<file path="src/rtl/ps2_ascii_decoder.sv">
// PS/2 Set-2 scancode to ASCII decoder with shift/caps tracking and a FWFT character FIFO.
// Optional caps lock handling is enabled by defining PS2_CAPS_LOCK_EN.
module ps2_ascii_decoder #(
    parameter int unsigned FIFO_DEPTH = 8,
    parameter int unsigned PTR_W      = $clog2(FIFO_DEPTH)
) (
    input  logic             clk,
    input  logic             rst,
    input  logic [7:0]       scan_code,
    input  logic             scan_valid,
    output logic [7:0]       ascii_data,
    output logic             ascii_valid,
    input  logic             ascii_ready,
    output logic [PTR_W:0]   fifo_count,
    output logic             overflow,
    output logic             shift_active,
    output logic             caps_active
);

    localparam int unsigned CNT_W = PTR_W + 1;

    typedef enum logic [1:0] {IDLE, EXT, BREAK, EXT_BREAK} state_t;

    state_t           state;
    logic             lshift, rshift, lshift_n, rshift_n;
    logic             caps_n;
`ifdef PS2_CAPS_LOCK_EN
    logic             caps_held, caps_held_n;
`endif
    logic [7:0]       mem [FIFO_DEPTH];
    logic [PTR_W-1:0] rd_ptr, wr_ptr, rd_next;
    logic [CNT_W-1:0] count_next;
    logic [7:0]       push_char, head_next;
    logic             is_prefix, make_n, make_e, brk_n;
    logic             pop, full, push, drop;

    // Normal-make lookup; 0x00 means the code produces no character.
    function automatic logic [7:0] map_normal(input logic [7:0] code, input logic shift,
                                              input logic upper);
        logic [7:0] c;
        c = 8'h00;
        case (code)
            8'h1C: c = 8'h61; 8'h32: c = 8'h62; 8'h21: c = 8'h63; 8'h23: c = 8'h64;
            8'h24: c = 8'h65; 8'h2B: c = 8'h66; 8'h34: c = 8'h67; 8'h33: c = 8'h68;
            8'h43: c = 8'h69; 8'h3B: c = 8'h6A; 8'h42: c = 8'h6B; 8'h4B: c = 8'h6C;
            8'h3A: c = 8'h6D; 8'h31: c = 8'h6E; 8'h44: c = 8'h6F; 8'h4D: c = 8'h70;
            8'h15: c = 8'h71; 8'h2D: c = 8'h72; 8'h1B: c = 8'h73; 8'h2C: c = 8'h74;
            8'h3C: c = 8'h75; 8'h2A: c = 8'h76; 8'h1D: c = 8'h77; 8'h22: c = 8'h78;
            8'h35: c = 8'h79; 8'h1A: c = 8'h7A;
            8'h45: c = shift ? 8'h29 : 8'h30;
            8'h16: c = shift ? 8'h21 : 8'h31;
            8'h1E: c = shift ? 8'h40 : 8'h32;
            8'h26: c = shift ? 8'h23 : 8'h33;
            8'h25: c = shift ? 8'h24 : 8'h34;
            8'h2E: c = shift ? 8'h25 : 8'h35;
            8'h36: c = shift ? 8'h5E : 8'h36;
            8'h3D: c = shift ? 8'h26 : 8'h37;
            8'h3E: c = shift ? 8'h2A : 8'h38;
            8'h46: c = shift ? 8'h28 : 8'h39;
            8'h4E: c = shift ? 8'h5F : 8'h2D;
            8'h55: c = shift ? 8'h2B : 8'h3D;
            8'h29: c = 8'h20;
            8'h5A: c = 8'h0A;
            8'h66: c = 8'h08;
            8'h70: c = 8'h30; 8'h69: c = 8'h31; 8'h72: c = 8'h32; 8'h7A: c = 8'h33;
            8'h6B: c = 8'h34; 8'h73: c = 8'h35; 8'h74: c = 8'h36; 8'h6C: c = 8'h37;
            8'h75: c = 8'h38; 8'h7D: c = 8'h39;
            8'h7B: c = 8'h2D; 8'h79: c = 8'h2B; 8'h7C: c = 8'h2A;
            default: c = 8'h00;
        endcase
        // Only the letter entries land in the lowercase range.
        if (upper && c >= 8'h61 && c <= 8'h7A) c = c - 8'h20;
        return c;
    endfunction

    always_comb begin
        is_prefix = (scan_code == 8'hE0) || (scan_code == 8'hF0);
        make_n    = scan_valid && (state == IDLE) && !is_prefix;
        make_e    = scan_valid && (state == EXT) && !is_prefix;
        brk_n     = scan_valid && (state == BREAK);

        push_char = 8'h00;
        if (make_n) begin
            push_char = map_normal(scan_code, shift_active, shift_active ^ caps_active);
        end else if (make_e) begin
            if (scan_code == 8'h4A) push_char = 8'h2F;
            else if (scan_code == 8'h5A) push_char = 8'h0A;
        end

        lshift_n = lshift;
        rshift_n = rshift;
        if (make_n && scan_code == 8'h12) lshift_n = 1'b1;
        if (make_n && scan_code == 8'h59) rshift_n = 1'b1;
        if (brk_n && scan_code == 8'h12)  lshift_n = 1'b0;
        if (brk_n && scan_code == 8'h59)  rshift_n = 1'b0;

        caps_n = caps_active;
`ifdef PS2_CAPS_LOCK_EN
        // Caps toggles once per physical press; typematic repeats are held off until release.
        caps_held_n = caps_held;
        if (make_n && scan_code == 8'h58 && !caps_held) begin
            caps_n      = !caps_active;
            caps_held_n = 1'b1;
        end
        if (brk_n && scan_code == 8'h58) caps_held_n = 1'b0;
`else
        caps_n = 1'b0;
`endif
    end

    // FIFO bookkeeping; the registered head is precomputed for the next cycle.
    always_comb begin
        pop        = ascii_valid && ascii_ready;
        full       = fifo_count == CNT_W'(FIFO_DEPTH);
        push       = (push_char != 8'h00) && (!full || pop);
        drop       = (push_char != 8'h00) && full && !pop;
        count_next = fifo_count + CNT_W'(push) - CNT_W'(pop);
        rd_next    = pop ? rd_ptr + PTR_W'(1) : rd_ptr;
        if (count_next == '0)
            head_next = 8'h00;
        else if (push && (fifo_count - CNT_W'(pop)) == '0)
            head_next = push_char;
        else
            head_next = mem[rd_next];
    end

    always_ff @(posedge clk) begin
        if (!rst && push) mem[wr_ptr] <= push_char;
    end

    always_ff @(posedge clk) begin
        if (rst) begin
            state        <= IDLE;
            lshift       <= 1'b0;
            rshift       <= 1'b0;
`ifdef PS2_CAPS_LOCK_EN
            caps_held    <= 1'b0;
`endif
            rd_ptr       <= '0;
            wr_ptr       <= '0;
            fifo_count   <= '0;
            ascii_valid  <= 1'b0;
            ascii_data   <= 8'h00;
            overflow     <= 1'b0;
            shift_active <= 1'b0;
            caps_active  <= 1'b0;
        end else begin
            if (scan_valid) begin
                case (state)
                    IDLE:    state <= (scan_code == 8'hE0) ? EXT :
                                      (scan_code == 8'hF0) ? BREAK : IDLE;
                    EXT:     state <= (scan_code == 8'hF0) ? EXT_BREAK :
                                      (scan_code == 8'hE0) ? EXT : IDLE;
                    default: state <= IDLE;
                endcase
            end
            lshift       <= lshift_n;
            rshift       <= rshift_n;
`ifdef PS2_CAPS_LOCK_EN
            caps_held    <= caps_held_n;
`endif
            shift_active <= lshift_n | rshift_n;
            caps_active  <= caps_n;
            if (push) wr_ptr <= wr_ptr + PTR_W'(1);
            rd_ptr       <= rd_next;
            fifo_count   <= count_next;
            ascii_valid  <= count_next != '0;
            ascii_data   <= head_next;
            overflow     <= overflow | drop;
        end
    end

endmodule

</file>
<file path="config.mk">
export PLATFORM = sky130hd
export DESIGN_NAME = ps2_ascii_decoder
export DESIGN_NICKNAME = d
export VERILOG_FILES = /design/src/rtl/ps2_ascii_decoder.sv
export SDC_FILE = /design/constraint.sdc
export NUM_CORES = 1
export LEC_CHECK = 0
export ABC_AREA = 1
export BUFFER_PORTS_ARGS = -buffer_cell sky130_fd_sc_hd__clkbuf_2
export CAP_MARGIN = 10
export CORE_MARGIN = 2
export CORE_UTILIZATION = 50
export DETAILED_ROUTE_END_ITERATION = 16
export PLACE_DENSITY = 0.7
export SLEW_MARGIN = 25
export SYNTH_ARGS = -nofsm -noshare
export SYNTH_HDL_FRONTEND = slang
export SYNTH_SLANG_ARGS = --single-unit
</file>
<file path="constraint.sdc">
create_clock -name clk -period 3.8 [get_ports clk]
set_input_delay 0.57 -clock clk [delete_from_list [all_inputs] [get_ports clk]]
set_output_delay 0.57 -clock clk [all_outputs]
set_load 0.03 [all_outputs]
</file>
==> results.toml <==
[finish]
final_util = 0.671
layout.nets = 786
drive_gt1_frac = 0.319
syn2layout_area_growth_pct = 30.9
diodes = 0

[sta]
max_freq_ghz = 0.274
tightestPinTransition_ns = 0.902
fin_worst_skew_ns = 0.0146
fin_crit_ns = 3.66
slew_headroom = 0.398
finalSetupViolCount = 0
worst_slack_ns = 0.145
slew_violations = 0
hold_viol_final = 0
min_period_over_period = 0.962

[place]
hpwl_mm = 10.4
dp_slack_ns = -0.428
io_buffer_count = 26
place_congestion = 0.953

[logic_synthesis]
yosys_warnings = 0
dominantRegCellSynth = "edfxtp_1"
yosysSeqAreaShare = 0.483
avgSynthCellArea_um2 = 7.90
synth_edf_count = 64
yosysUniqueCellTypes = 40
syn_inst = 635
synthArstFlopShare = 0
ys_ff_latch = 89
syn_area_um2 = 5010
synth_nets = 659

[floorplan]
chipWidth_um = 104
core_um2 = 9770
die_area_um2 = 10800
initial_core_util = 0.513
ioPinCount = 28
die_h_um = 104
placementRows = 36

[hold_path]
min-delay-start = "overflow"
hold_depth = 2
hp-class = "reg2reg"
min_to = "overflow"

[clocking]
worstSkewPairLatency_ns = 0.37
h-tree-depth = 3
cts_made_buffers = 9
root_buffer = "clkbuf_8"
ctsHoldBuffers = 0
cts.sinks = 89
path_clk_slew_ns = 0.09
cts.path.max_buffers = 2
cts_tree = "yes"

[setup_path]
r2r_setup_slack_ns = 0.28
endpoint_kind = "flop"
path_class = "in2reg"
arrival_ns = 3.95
worst_setup_path_start_kind = "primary input"
crit_top_cell = "nor2_1"
crit_start = "scan_code[1]"
reg2reg_depth = 21
r2r-end = "ascii_data[4]"
critPathRequiredTime_ns = 4.10
worst_path_largest_cell_delay_ns = 0.32
slowest_stage = "a41oi_4"
cp_max_fo = 7
r2r-start = "shift_active"

[detailed_routing]
ant_nets = 0
wl_per_cell_um = 16.3
num_vias = 4863
drc = 0
dr.pass1.iters = 5
viasPerCell = 5.40
routed_wl_mm = 14.7
drt_iter0_drc = 465

[job]
cap_violations = 0

[global_route]
grt_max_degree = 34
grt_pass1_wl_mm = 22.5
antenna_found_initial = 0
grt_usage = 0.264
grt_pass1_vias = 4477
overflow = 0

[power]
power_frac_seq = 0.363
p_leak_uw = 0.00304
switchingPower_uw = 1290
switching_share = 0.393
comb_power_share = 0.410
powerDensity_nw_per_um2 = 500
vdd_drop_max_uv = 326
p_int_uw = 1990
pwr-share-clk = 0.227

[outcome]
status = "finished clean"
-- worst max path at each step --
stage	to	slack, ns	cells past startpoint
after floorplan	ascii_data[5]	0.01	27
after global placement	ascii_data[5]	-0.27	27
after detailed placement	ascii_data[5]	-0.43	27
after CTS	ascii_data[5]	0.001	25
after global routing	ascii_data[4]	-0.06	27
final	ascii_data[4]	0.14	28
-- worst max-delay path, delay by kind of cell --
kind	cells	cell delay [ns]
fa+ha+maj	2	0.43
compound gates	2	0.45
xor+xnor	1	0.14
simple gates	17	1.74
buf+inv	6	0.61
-- placed cells by master (no fill, tap or decap), drive strengths merged --
| cell type | count |
|---|---|
| inv | 69 |
| fa | 1 |
| clkbuf | 35 |
| nand4 | 15 |
| o221ai | 8 |
| buf | 105 |
| nand3b | 2 |
| xnor2 | 2 |
| edfxtp | 64 |
| nand2 | 164 |
| conb | 1 |
| dfxtp | 25 |
| bufinv | 2 |
| o2111a | 1 |
| o32ai | 2 |
| a2111oi | 1 |
| o211ai | 1 |
| and3 | 1 |
| a21oi | 10 |
| nor3 | 6 |
| nand3 | 25 |
| clkinv | 2 |
| a21boi | 1 |
| a41oi | 2 |
| nor2 | 149 |
| ha | 11 |
| o21ai | 50 |
| o2111ai | 1 |
| o22ai | 8 |
| xor2 | 2 |
| or2 | 1 |
-- sequential cells by signal, summed over array words and instances (netlist names) --
| signal | count |
|---|---|
| ascii_data | 8 |
| ascii_valid | 1 |
| fifo_count | 4 |
| lshift | 1 |
| mem | 64 |
| overflow | 1 |
| rd_ptr | 3 |
| rshift | 1 |
| shift_active | 1 |
| state | 2 |
| wr_ptr | 3 |
-- power groups by stage --
stage / Combinational [uW] / Sequential [uW] / Clock, uW
CTS: 1210 / 1190 / 757
global route: 1480 / 1200 / 792
finish: 1340 / 1190 / 746
floorplan: 738 / 1310 / 0
global placement: 1160 / 1210 / 0
detailed placement: 1210 / 1210 / 0
-- final cells by class --
class                      count  area, um^2
clock buffer                  10         138
fill                         832        3210
tap                          133         166
multi-input combinational    465        2560
timing repair buffer         130         923
inverter                      67         256
clock inverter                 6        97.6
sequential                    89        2420
-- repair_timing --
item	4_1_cts	5_1_grt
endpoints found under the hold margin	0	0
setup endpoints to repair	8	9
gates cloned	0	1
resized for setup	2	79
pin swaps	1	26
setup buffers	0	7
-- metrics by stage --
stage / setup TNS [ns] / total power, uW / hold WS [ns] / cells / instance area [um^2]
4_1_cts: 0 / 3160 / 0.484 / 892 / 6250
3_3_place_gp: -2.25 / 2370 / 0.458 / 876 / 6000
5_1_grt: -0.266 / 3470 / 0.525 / 900 / 6560
6_report: 0 / 3280 / 0.479 / 900 / 6560
2_1_floorplan: 0 / 2040 / 0.469 / 635 / 5050
3_5_place_dp: -3.62 / 2420 / 0.459 / 876 / 6000
-- cell usage after synthesis, types with 2 or more instances --
cell | count | area (um^2)
nand2_1 | 154 | 578
o21ai_0 | 46 | 230
a21oi_1 | 9 | 45.0
inv_1 | 62 | 233
clkbuf_1 | 12 | 45.0
ha_1 | 11 | 138
o32ai_1 | 2 | 17.5
o22ai_1 | 8 | 50.1
nor2_2 | 19 | 119
nand3b_1 | 2 | 15.0
o221ai_1 | 8 | 70.1
xnor2_1 | 2 | 17.5
nand2_2 | 8 | 50.1
nor2_1 | 130 | 488
nand3_2 | 3 | 30.0
buf_4 | 2 | 15.0
inv_2 | 4 | 15.0
edfxtp_1 | 64 | 1920
nand3_1 | 22 | 110
o21ai_1 | 4 | 20.0
nand4_1 | 15 | 93.8
xor2_1 | 2 | 17.5
dfxtp_1 | 25 | 500
nor3_1 | 5 | 25.0
-- routing by layer --
metal | GRT usage | vias to the layer above | part of all wire
met4 | 0.0763 | 0 | 0.022
met2 | 0.429 | 181 | 0.48
li1 | - | 2367 | -
met3 | 0.0388 | 31 | 0.063
met1 | 0.371 | 2284 | 0.44
met5 | 0 | - | 0
-- cell families (layout without fill, tap and decap cells) --
kind of cell,count (synthesis),count (layout),share of synthesized area
AOI/OAI and AO/OA,84,85,0.0998
buffers and inverters,82,213,0.0649
and+or+nand+nor,363,363,0.313
DFF,89,89,0.483
other,1,1,0.000748
xor gates and xnor gates,4,4,0.00699
adders and majority gates,12,12,0.0314
(Power assumes the default switching activity.)
